--- config.mk ---
export PLATFORM = sky130hd
export DESIGN_NAME = ex_stage_flat
export DESIGN_NICKNAME = d
export VERILOG_FILES = /design/src/rtl/mips_pkg.sv /design/src/rtl/ex_stage_if.sv /design/src/rtl/alu_control.sv /design/src/rtl/ex_stage.sv /design/src/flat_wrapper.sv
export SDC_FILE = /design/constraint.sdc
export NUM_CORES = 1
export LEC_CHECK = 0
export ABC_CLOCK_PERIOD_IN_PS = 5400
export CAP_MARGIN = 25
export CORE_AREA = 2 2 148 150
export CTS_CLUSTER_DIAMETER = 30
export DETAILED_ROUTE_END_ITERATION = 8
export DIE_AREA = 0 0 150 152
export PLACE_DENSITY_LB_ADDON = 0.05
export SYNTH_ARGS = -nofsm -noshare
export SYNTH_HDL_FRONTEND = slang
export SYNTH_SLANG_ARGS = --single-unit
--- constraint.sdc ---
create_clock -name clk -period 5.4 [get_ports clk]
set_input_delay 1.08 -clock clk [delete_from_list [all_inputs] [get_ports clk]]
set_output_delay 1.08 -clock clk [all_outputs]
set_load 0.05 [all_outputs]
--- src/rtl/mips_pkg.sv ---
// Shared types and constants for the MIPS execute stage.
// Latency: none (declarations only).
// Backpressure: none (declarations only).
package mips_pkg;

    localparam int W  = 32;
    localparam int RW = 5;

    typedef enum logic [3:0] {
        ALU_AND = 4'b0000,
        ALU_OR  = 4'b0001,
        ALU_ADD = 4'b0010,
        ALU_SUB = 4'b0110,
        ALU_SLT = 4'b0111,
        ALU_NOR = 4'b1100,
        ALU_BAD = 4'b1111
    } alu_op_t;

    typedef enum logic [1:0] {
        CTL_ADD   = 2'b00,
        CTL_SUB   = 2'b01,
        CTL_FUNCT = 2'b10,
        CTL_ORI   = 2'b11
    } alu_ctl_t;

    typedef enum logic [1:0] {
        FWD_REG  = 2'b00,
        FWD_MEM  = 2'b01,
        FWD_WB   = 2'b10,
        FWD_REG2 = 2'b11
    } fwd_sel_t;

    localparam logic [5:0] FN_ADD  = 6'h20;
    localparam logic [5:0] FN_ADDU = 6'h21;
    localparam logic [5:0] FN_SUB  = 6'h22;
    localparam logic [5:0] FN_SUBU = 6'h23;
    localparam logic [5:0] FN_AND  = 6'h24;
    localparam logic [5:0] FN_OR   = 6'h25;
    localparam logic [5:0] FN_NOR  = 6'h27;
    localparam logic [5:0] FN_SLT  = 6'h2A;

    // Contents of the single EX/MEM pipeline register.
    typedef struct packed {
        logic [W-1:0]  result;
        logic [W-1:0]  store_data;
        logic [W-1:0]  branch_target;
        logic [RW-1:0] rd;
        logic          zero;
        logic          branch_taken;
        logic          illegal;
        logic          reg_write;
        logic          mem_read;
        logic          mem_write;
    } exmem_t;

endpackage

--- src/rtl/ex_stage_if.sv ---
// ID/EX -> EX -> MEM pipeline bus with valid/ready on both sides.
// Latency: wires only.
// Backpressure: in_ready / out_ready carry the stall in each direction.
interface ex_stage_if;
    import mips_pkg::*;

    logic          in_valid;
    logic          in_ready;
    logic [1:0]    in_alu_ctl;
    logic [5:0]    in_funct;
    logic          in_alusrc;
    logic [15:0]   in_imm;
    logic [W-1:0]  in_pc4;
    logic [W-1:0]  in_rs_data;
    logic [W-1:0]  in_rt_data;
    logic [1:0]    in_fwd_a;
    logic [1:0]    in_fwd_b;
    logic [RW-1:0] in_rd;
    logic          in_reg_write;
    logic          in_mem_read;
    logic          in_mem_write;
    logic          in_branch;

    logic          out_valid;
    logic          out_ready;
    logic [W-1:0]  out_result;
    logic [W-1:0]  out_store_data;
    logic [W-1:0]  out_branch_target;
    logic [RW-1:0] out_rd;
    logic          out_zero;
    logic          out_branch_taken;
    logic          out_illegal;
    logic          out_reg_write;
    logic          out_mem_read;
    logic          out_mem_write;

    // Execute stage side.
    modport slave (
        input  in_valid, in_alu_ctl, in_funct, in_alusrc, in_imm, in_pc4,
               in_rs_data, in_rt_data, in_fwd_a, in_fwd_b, in_rd,
               in_reg_write, in_mem_read, in_mem_write, in_branch, out_ready,
        output in_ready, out_valid, out_result, out_store_data, out_branch_target,
               out_rd, out_zero, out_branch_taken, out_illegal,
               out_reg_write, out_mem_read, out_mem_write
    );

    // Surrounding pipeline side (ID/EX producer and memory-stage consumer).
    modport master (
        output in_valid, in_alu_ctl, in_funct, in_alusrc, in_imm, in_pc4,
               in_rs_data, in_rt_data, in_fwd_a, in_fwd_b, in_rd,
               in_reg_write, in_mem_read, in_mem_write, in_branch, out_ready,
        input  in_ready, out_valid, out_result, out_store_data, out_branch_target,
               out_rd, out_zero, out_branch_taken, out_illegal,
               out_reg_write, out_mem_read, out_mem_write
    );

endinterface

--- src/rtl/alu_control.sv ---
// Decodes ALUOp and funct into the 4-bit ALU op code plus an illegal flag.
// Latency: combinational.
// Backpressure: none.
module alu_control import mips_pkg::*; (
    input  alu_ctl_t   alu_ctl,
    input  logic [5:0] funct,
    output alu_op_t    alu_op,
    output logic       illegal
);

    // Unknown R-type functs map to the BAD op, which the ALU answers with 0.
    always_comb begin
        alu_op  = ALU_BAD;
        illegal = 1'b0;
        case (alu_ctl)
            CTL_ADD: alu_op = ALU_ADD;
            CTL_SUB: alu_op = ALU_SUB;
            CTL_ORI: alu_op = ALU_OR;
            default: begin
                case (funct)
                    FN_ADD, FN_ADDU: alu_op = ALU_ADD;
                    FN_SUB, FN_SUBU: alu_op = ALU_SUB;
                    FN_AND:          alu_op = ALU_AND;
                    FN_OR:           alu_op = ALU_OR;
                    FN_NOR:          alu_op = ALU_NOR;
                    FN_SLT:          alu_op = ALU_SLT;
                    default: begin
                        alu_op  = ALU_BAD;
                        illegal = 1'b1;
                    end
                endcase
            end
        endcase
    end

endmodule

--- src/rtl/ex_stage.sv ---
// MIPS execute stage: operand forwarding, ALU op decode, single-entry EX/MEM register.
// Latency: 1 cycle from accept to out_valid; 1 entry/cycle while out_ready stays high.
// Backpressure: in_ready = !out_valid || out_ready; a stalled entry holds every out_* field.
module ex_stage import mips_pkg::*; (
    input  logic          clk,
    input  logic          rst_n,
    ex_stage_if.slave     bus,
    input  logic [W-1:0]  wb_data,
    input  logic          flush,
    output logic [W-1:0]  alu_a,
    output logic [W-1:0]  alu_b,
    output logic [3:0]    alu_op,
    input  logic [W-1:0]  alu_result,
    input  logic          alu_zero
);

    alu_op_t      dec_op;
    logic         dec_illegal;
    logic [W-1:0] fwd_a_val;
    logic [W-1:0] fwd_b_val;
    logic [W-1:0] imm_ext;
    logic [W-1:0] br_off;
    logic         accept;
    exmem_t       entry;
    exmem_t       exmem_d, exmem_q;
    logic         out_valid_d, out_valid_q;
    logic         alu_zero_unused;

    // The external zero flag is not trusted; zero is rebuilt from the result.
    assign alu_zero_unused = alu_zero;

    alu_control u_alu_control (
        .alu_ctl (alu_ctl_t'(bus.in_alu_ctl)),
        .funct   (bus.in_funct),
        .alu_op  (dec_op),
        .illegal (dec_illegal)
    );

    // Forwarding from MEM reads the EX/MEM register even when it holds no valid entry.
    always_comb begin
        fwd_a_val = bus.in_rs_data;
        fwd_b_val = bus.in_rt_data;
        case (fwd_sel_t'(bus.in_fwd_a))
            FWD_MEM: fwd_a_val = exmem_q.result;
            FWD_WB:  fwd_a_val = wb_data;
            default: fwd_a_val = bus.in_rs_data;
        endcase
        case (fwd_sel_t'(bus.in_fwd_b))
            FWD_MEM: fwd_b_val = exmem_q.result;
            FWD_WB:  fwd_b_val = wb_data;
            default: fwd_b_val = bus.in_rt_data;
        endcase
    end

    // ori zero-extends its immediate; everything else sign-extends.
    assign imm_ext = (alu_ctl_t'(bus.in_alu_ctl) == CTL_ORI) ? {16'h0000, bus.in_imm}
                                                             : {{16{bus.in_imm[15]}}, bus.in_imm};
    assign br_off  = {{14{bus.in_imm[15]}}, bus.in_imm, 2'b00};

    assign alu_a  = fwd_a_val;
    assign alu_b  = bus.in_alusrc ? imm_ext : fwd_b_val;
    assign alu_op = dec_op;

    assign bus.in_ready = !out_valid_q || bus.out_ready;
    assign accept       = bus.in_valid && bus.in_ready;

    // Build the candidate EX/MEM entry; illegal ops keep flowing but lose all side effects.
    always_comb begin
        entry               = '0;
        entry.result        = alu_result;
        entry.store_data    = fwd_b_val;
        entry.branch_target = bus.in_pc4 + br_off;
        entry.rd            = bus.in_rd;
        entry.zero          = (alu_result == '0);
        entry.branch_taken  = bus.in_branch && (alu_result == '0);
        entry.illegal       = dec_illegal;
        entry.reg_write     = bus.in_reg_write && !dec_illegal;
        entry.mem_read      = bus.in_mem_read  && !dec_illegal;
        entry.mem_write     = bus.in_mem_write && !dec_illegal;
    end

    // Flush beats accept beats drain; a flush keeps the data but drops the valid.
    always_comb begin
        out_valid_d = out_valid_q;
        exmem_d     = exmem_q;
        if (flush) begin
            out_valid_d = 1'b0;
        end else if (accept) begin
            out_valid_d = 1'b1;
            exmem_d     = entry;
        end else if (out_valid_q && bus.out_ready) begin
            out_valid_d = 1'b0;
        end
    end

    // EX/MEM register.
    always_ff @(posedge clk or negedge rst_n) begin
        if (!rst_n) begin
            out_valid_q <= 1'b0;
            exmem_q     <= '0;
        end else begin
            out_valid_q <= out_valid_d;
            exmem_q     <= exmem_d;
        end
    end

    assign bus.out_valid         = out_valid_q;
    assign bus.out_result        = exmem_q.result;
    assign bus.out_store_data    = exmem_q.store_data;
    assign bus.out_branch_target = exmem_q.branch_target;
    assign bus.out_rd            = exmem_q.rd;
    assign bus.out_zero          = exmem_q.zero;
    assign bus.out_branch_taken  = exmem_q.branch_taken;
    assign bus.out_illegal       = exmem_q.illegal;
    assign bus.out_reg_write     = exmem_q.reg_write;
    assign bus.out_mem_read      = exmem_q.mem_read;
    assign bus.out_mem_write     = exmem_q.mem_write;

endmodule

--- src/flat_wrapper.sv ---
// flat-port wrapper written by rule: the top's interface ports become plain ports
module ex_stage_flat import mips_pkg::*;
  (clk, rst_n, wb_data, flush, alu_a, alu_b, alu_op, alu_result, alu_zero, bus_in_valid, bus_in_alu_ctl, bus_in_funct, bus_in_alusrc, bus_in_imm, bus_in_pc4, bus_in_rs_data, bus_in_rt_data, bus_in_fwd_a, bus_in_fwd_b, bus_in_rd, bus_in_reg_write, bus_in_mem_read, bus_in_mem_write, bus_in_branch, bus_out_ready, bus_in_ready, bus_out_valid, bus_out_result, bus_out_store_data, bus_out_branch_target, bus_out_rd, bus_out_zero, bus_out_branch_taken, bus_out_illegal, bus_out_reg_write, bus_out_mem_read, bus_out_mem_write);
  ex_stage_if bus_i ();
  input  logic clk;
  input  logic rst_n;
  input  logic [W-1:0] wb_data;
  input  logic flush;
  output logic [W-1:0] alu_a;
  output logic [W-1:0] alu_b;
  output logic [3:0] alu_op;
  input  logic [W-1:0] alu_result;
  input  logic alu_zero;
  input wire logic [$bits(bus_i.in_valid)-1:0] bus_in_valid;
  input wire logic [$bits(bus_i.in_alu_ctl)-1:0] bus_in_alu_ctl;
  input wire logic [$bits(bus_i.in_funct)-1:0] bus_in_funct;
  input wire logic [$bits(bus_i.in_alusrc)-1:0] bus_in_alusrc;
  input wire logic [$bits(bus_i.in_imm)-1:0] bus_in_imm;
  input wire logic [$bits(bus_i.in_pc4)-1:0] bus_in_pc4;
  input wire logic [$bits(bus_i.in_rs_data)-1:0] bus_in_rs_data;
  input wire logic [$bits(bus_i.in_rt_data)-1:0] bus_in_rt_data;
  input wire logic [$bits(bus_i.in_fwd_a)-1:0] bus_in_fwd_a;
  input wire logic [$bits(bus_i.in_fwd_b)-1:0] bus_in_fwd_b;
  input wire logic [$bits(bus_i.in_rd)-1:0] bus_in_rd;
  input wire logic [$bits(bus_i.in_reg_write)-1:0] bus_in_reg_write;
  input wire logic [$bits(bus_i.in_mem_read)-1:0] bus_in_mem_read;
  input wire logic [$bits(bus_i.in_mem_write)-1:0] bus_in_mem_write;
  input wire logic [$bits(bus_i.in_branch)-1:0] bus_in_branch;
  input wire logic [$bits(bus_i.out_ready)-1:0] bus_out_ready;
  output wire logic [$bits(bus_i.in_ready)-1:0] bus_in_ready;
  output wire logic [$bits(bus_i.out_valid)-1:0] bus_out_valid;
  output wire logic [$bits(bus_i.out_result)-1:0] bus_out_result;
  output wire logic [$bits(bus_i.out_store_data)-1:0] bus_out_store_data;
  output wire logic [$bits(bus_i.out_branch_target)-1:0] bus_out_branch_target;
  output wire logic [$bits(bus_i.out_rd)-1:0] bus_out_rd;
  output wire logic [$bits(bus_i.out_zero)-1:0] bus_out_zero;
  output wire logic [$bits(bus_i.out_branch_taken)-1:0] bus_out_branch_taken;
  output wire logic [$bits(bus_i.out_illegal)-1:0] bus_out_illegal;
  output wire logic [$bits(bus_i.out_reg_write)-1:0] bus_out_reg_write;
  output wire logic [$bits(bus_i.out_mem_read)-1:0] bus_out_mem_read;
  output wire logic [$bits(bus_i.out_mem_write)-1:0] bus_out_mem_write;
  assign bus_i.in_valid = bus_in_valid;
  assign bus_i.in_alu_ctl = bus_in_alu_ctl;
  assign bus_i.in_funct = bus_in_funct;
  assign bus_i.in_alusrc = bus_in_alusrc;
  assign bus_i.in_imm = bus_in_imm;
  assign bus_i.in_pc4 = bus_in_pc4;
  assign bus_i.in_rs_data = bus_in_rs_data;
  assign bus_i.in_rt_data = bus_in_rt_data;
  assign bus_i.in_fwd_a = bus_in_fwd_a;
  assign bus_i.in_fwd_b = bus_in_fwd_b;
  assign bus_i.in_rd = bus_in_rd;
  assign bus_i.in_reg_write = bus_in_reg_write;
  assign bus_i.in_mem_read = bus_in_mem_read;
  assign bus_i.in_mem_write = bus_in_mem_write;
  assign bus_i.in_branch = bus_in_branch;
  assign bus_i.out_ready = bus_out_ready;
  assign bus_in_ready = bus_i.in_ready;
  assign bus_out_valid = bus_i.out_valid;
  assign bus_out_result = bus_i.out_result;
  assign bus_out_store_data = bus_i.out_store_data;
  assign bus_out_branch_target = bus_i.out_branch_target;
  assign bus_out_rd = bus_i.out_rd;
  assign bus_out_zero = bus_i.out_zero;
  assign bus_out_branch_taken = bus_i.out_branch_taken;
  assign bus_out_illegal = bus_i.out_illegal;
  assign bus_out_reg_write = bus_i.out_reg_write;
  assign bus_out_mem_read = bus_i.out_mem_read;
  assign bus_out_mem_write = bus_i.out_mem_write;
  ex_stage u_core (.clk(clk), .rst_n(rst_n), .bus(bus_i), .wb_data(wb_data), .flush(flush), .alu_a(alu_a), .alu_b(alu_b), .alu_op(alu_op), .alu_result(alu_result), .alu_zero(alu_zero));
endmodule
==> reports/metrics.cfg, run 1 <==
[setup_path]
path_max_fanout = 45
critPathLaunchType = input pin
critical_path_class = in -> out
required_ns = 4.32
crit_path_end_kind = output port
crit_path_max_incr_delay_ns = 0.85
crit_buf_inv = 3
crit_arrival_ns = 3.54
crit_family = buffers and inverters
crit_top_cell = clkdlybuf4s50_1
crit_chain = clkdlybuf4s50_1 -> inv_1 -> ha_2 -> nand2_1 -> o21ai_0 -> clkdlybuf4s50_1
cpMaxStageDelayCell = clkdlybuf4s50_1

[cts]
ctsHoldBuffers = 0
cts_sinks = 108
clock_tree.buffer_depth = 2
path_clk_slew_ns = 0.08
cts_inserted_buffers = 9
cts_resized = 0
clockRootBuffer = clkbuf_16
cts_tree = yes
worstSkewPairLatency_ns = 0.36
cts_setup_buffers = 0
cts-htree-levels = 3

[die]
dieArea_mm2 = 0.0228
ios = 381
rows = 54
fp.dieH_um = 152
coreArea_mm2 = 0.0214
start_util_pct = 33.1
fp.dieW_um = 150

[sta]
setup_ws_ns = 0.775
min_period_ns = 4.62
worstMarginPinSlew_ns = 0.925
finClkSkew_ns = 0.0150
fin_tns_setup_ns = 0
period_share_pct = 85.6
grt_setup_unrepaired = no
relSlewSlack_pct = 38.3
finalSetupViolCount = 0
fmax_mhz = 216
hold_viol_final = 0
slew_viol_final = 0
whs_ns = 0.479

[drt]
drc = 0
drtIter0Drc = 435
drtAntennaViolNets = 0
vias = 7926
routed_wl_mm = 31.2
drtPass1Iterations = 5
drt-vias-per-instance = 5.16
wire_per_inst_um = 20.3

[power]
power.share.sequential_pct = 29.4
intPower_mw = 1.94
pwr-share-comb_pct = 51.7
power.density_mw_per_mm2 = 313
switching_share_pct = 46.1
irDropWorstVdd_v = 0.000152
p_switching_mw = 1.66
power.leakage_nw = 4.98
power.share.clock_pct = 18.9

[logic_synthesis]
ys_ff_latch = 108
yosysWarnings = 0
ys_async_sr_fraction_pct = 100
synth.avg_cell_area_um2 = 7.81
synth_cells = 905
yosysSeqAreaShare_pct = 38.3
syn-cell-area_mm2 = 0.00707
synth_cell_types = 55
syn-num-nets = 1143
synth_edf_count = 0
ys.flop_type = dfrtp_1

[cells_and_area]
mostFrequentLayoutCell = clkdlybuf4s50_1
area_growth_pct = 62.8
mostFrequentLayoutCells = clkdlybuf4s50_1, nand2_1, o21ai_0
nNetsFinal = 1489
final_core_util_pct = 53.9
drive_gt1_share_pct = 7.96

[placed_design]
port_buffers = 379
gp_congestion = 0.915
dp_slack_ns = 0.808
dpl.hpwl_mm = 24.4

[global_route]
grt_pass1_wl_mm = 46.6
grt.overflow.total = 0
grt_max_degree = 83
grt_use_total_pct = 26.9
antenna_found_initial = 2
grt_pass1_vias = 7798

[outcome]
status = finished, final reports clean

[min_path]
hold_class = reg -> reg

[job]
maxCapViolCount = 0

[worst reg2reg max path, stage by stage (launching register included)]
cell	delay [ns]
dfrtp_1	0.39
nor2b_1	0.16
nor3b_2	0.15
buf_4	0.42
nand3_1	0.23
nor3_1	0.31
a22o_1	0.18
[synth_stat cells, drive strengths merged, types with 2 or more instances]
master / count / area [um^2]
a21o: 17 / 129
nor4: 8 / 50.1
nor2b: 4 / 25.0
nand2: 244 / 916
buf: 5 / 27.5
nand3: 13 / 65.1
ha: 33 / 413
dfrtp: 108 / 2700
xnor2: 15 / 131
o211ai: 2 / 25.0
nand3b: 2 / 15.0
xor2: 14 / 123
a22o: 4 / 35.0
and3: 6 / 40.0
nor3: 3 / 15.0
a22oi: 64 / 480
clkbuf: 52 / 205
nand2b: 5 / 31.3
a31oi: 4 / 40.0
nor2: 45 / 169
o21bai: 5 / 37.5
or2: 2 / 12.5
inv: 17 / 63.8
o21ai: 139 / 699
a21oi: 71 / 370
nand4: 3 / 18.8
[per-layer routing]
| layer | wire length [um] | part of all wire (%) | GRT usage, % | vias to the layer above |
|---|---|---|---|---|
| met5 | 17 | 0.054 | 0 | - |
| met3 | 2580 | 8.3 | 7.27 | 42 |
| met4 | 843 | 2.7 | 8.58 | 2 |
| met2 | 14200 | 45 | 41.4 | 317 |
| li1 | - | - | - | 3861 |
| met1 | 13600 | 44 | 36.8 | 3704 |
[registers in the layout (all words and copies together), names as in the netlist]
signal	flops
u_core.bus.out_result	32
u_core.bus.out_store_data	32
u_core.bus.out_zero	1
u_core.bus.out_mem_read	1
u_core.bus.out_valid	1
u_core.bus.out_branch_target	32
u_core.bus.out_reg_write	1
u_core.bus.out_rd	5
u_core.bus.out_illegal	1
u_core.bus.out_branch_taken	1
u_core.bus.out_mem_write	1
[path summary, 6_finish.rpt]
path                       cells past startpoint  slack, ns                                      from                                      endpoint
setup / recovery                               6       0.78                           bus_in_fwd_a[0]                                     alu_a[21]
hold / removal                                 2       0.48  u_core.bus.out_store_data[5]$_DFFE_PN0P_      u_core.bus.out_store_data[5]$_DFFE_PN0P_
setup reg to reg                               6       3.53          u_core.bus.out_valid$_DFFE_PN0P_       u_core.bus.out_branch_taken$_DFFE_PN0P_
hold reg to reg                                2       0.48  u_core.bus.out_store_data[5]$_DFFE_PN0P_      u_core.bus.out_store_data[5]$_DFFE_PN0P_
max in group asynchronous                      2       3.40                                     rst_n  u_core.bus.out_branch_target[31]$_DFFE_PN0P_
min in group asynchronous                      1       0.86                                     rst_n      u_core.bus.out_store_data[4]$_DFFE_PN0P_
[through the flow]
step,instances,instance area (um^2),power (mW)
global route,1537,11500,3.77
floorplan,905,7070,2.16
detailed placement,1520,11200,2.93
finish,1537,11500,3.59
CTS,1536,11500,3.62
global placement,1520,11200,2.92
[layout make-up]
type                       count  area (um^2)
fill                        2156         9850
multi-input combinational    722         4070
timing repair buffer         393         4030
sequential                   108         2700
tap                          280          350
clock buffer                   9          225
inverter                      17         63.8
clock inverter                 7         62.6
antenna                        1         2.50
[power by group through the flow]
stage	Combinational [mW]	Sequential (mW)	Clock (mW)
2_1_floorplan	0.610	1.55	0
3_3_place_gp	1.85	1.07	0
3_5_place_dp	1.86	1.07	0
4_1_cts	1.86	1.06	0.699
5_1_grt	1.97	1.08	0.730
6_report	1.86	1.06	0.680
[cell families (layout without fill, tap and decap cells)]
logic type,count (synthesis),after routing,share of synthesized area [%]
multiplexers,1,1,0.159
AND/OR/NAND/NOR,341,341,19.9
adder cells (fa/ha/maj),34,34,6.13
flip-flops,108,108,38.3
AO/OA/AOI/OAI,317,317,27.6
buffers and inverters,75,426,4.34
other,0,1,0
XOR/XNOR,29,29,3.59
Note: power is estimated with default switching activity, not from simulation.
==> inputs of run 2 (changes only) <==
Settings changed: SETUP_SLACK_MARGIN set to 0.3, SKIP_LAST_GASP set to 1.
==> results of run 2 <==
Final layout, timing and power as in run 1 (identical DEF).
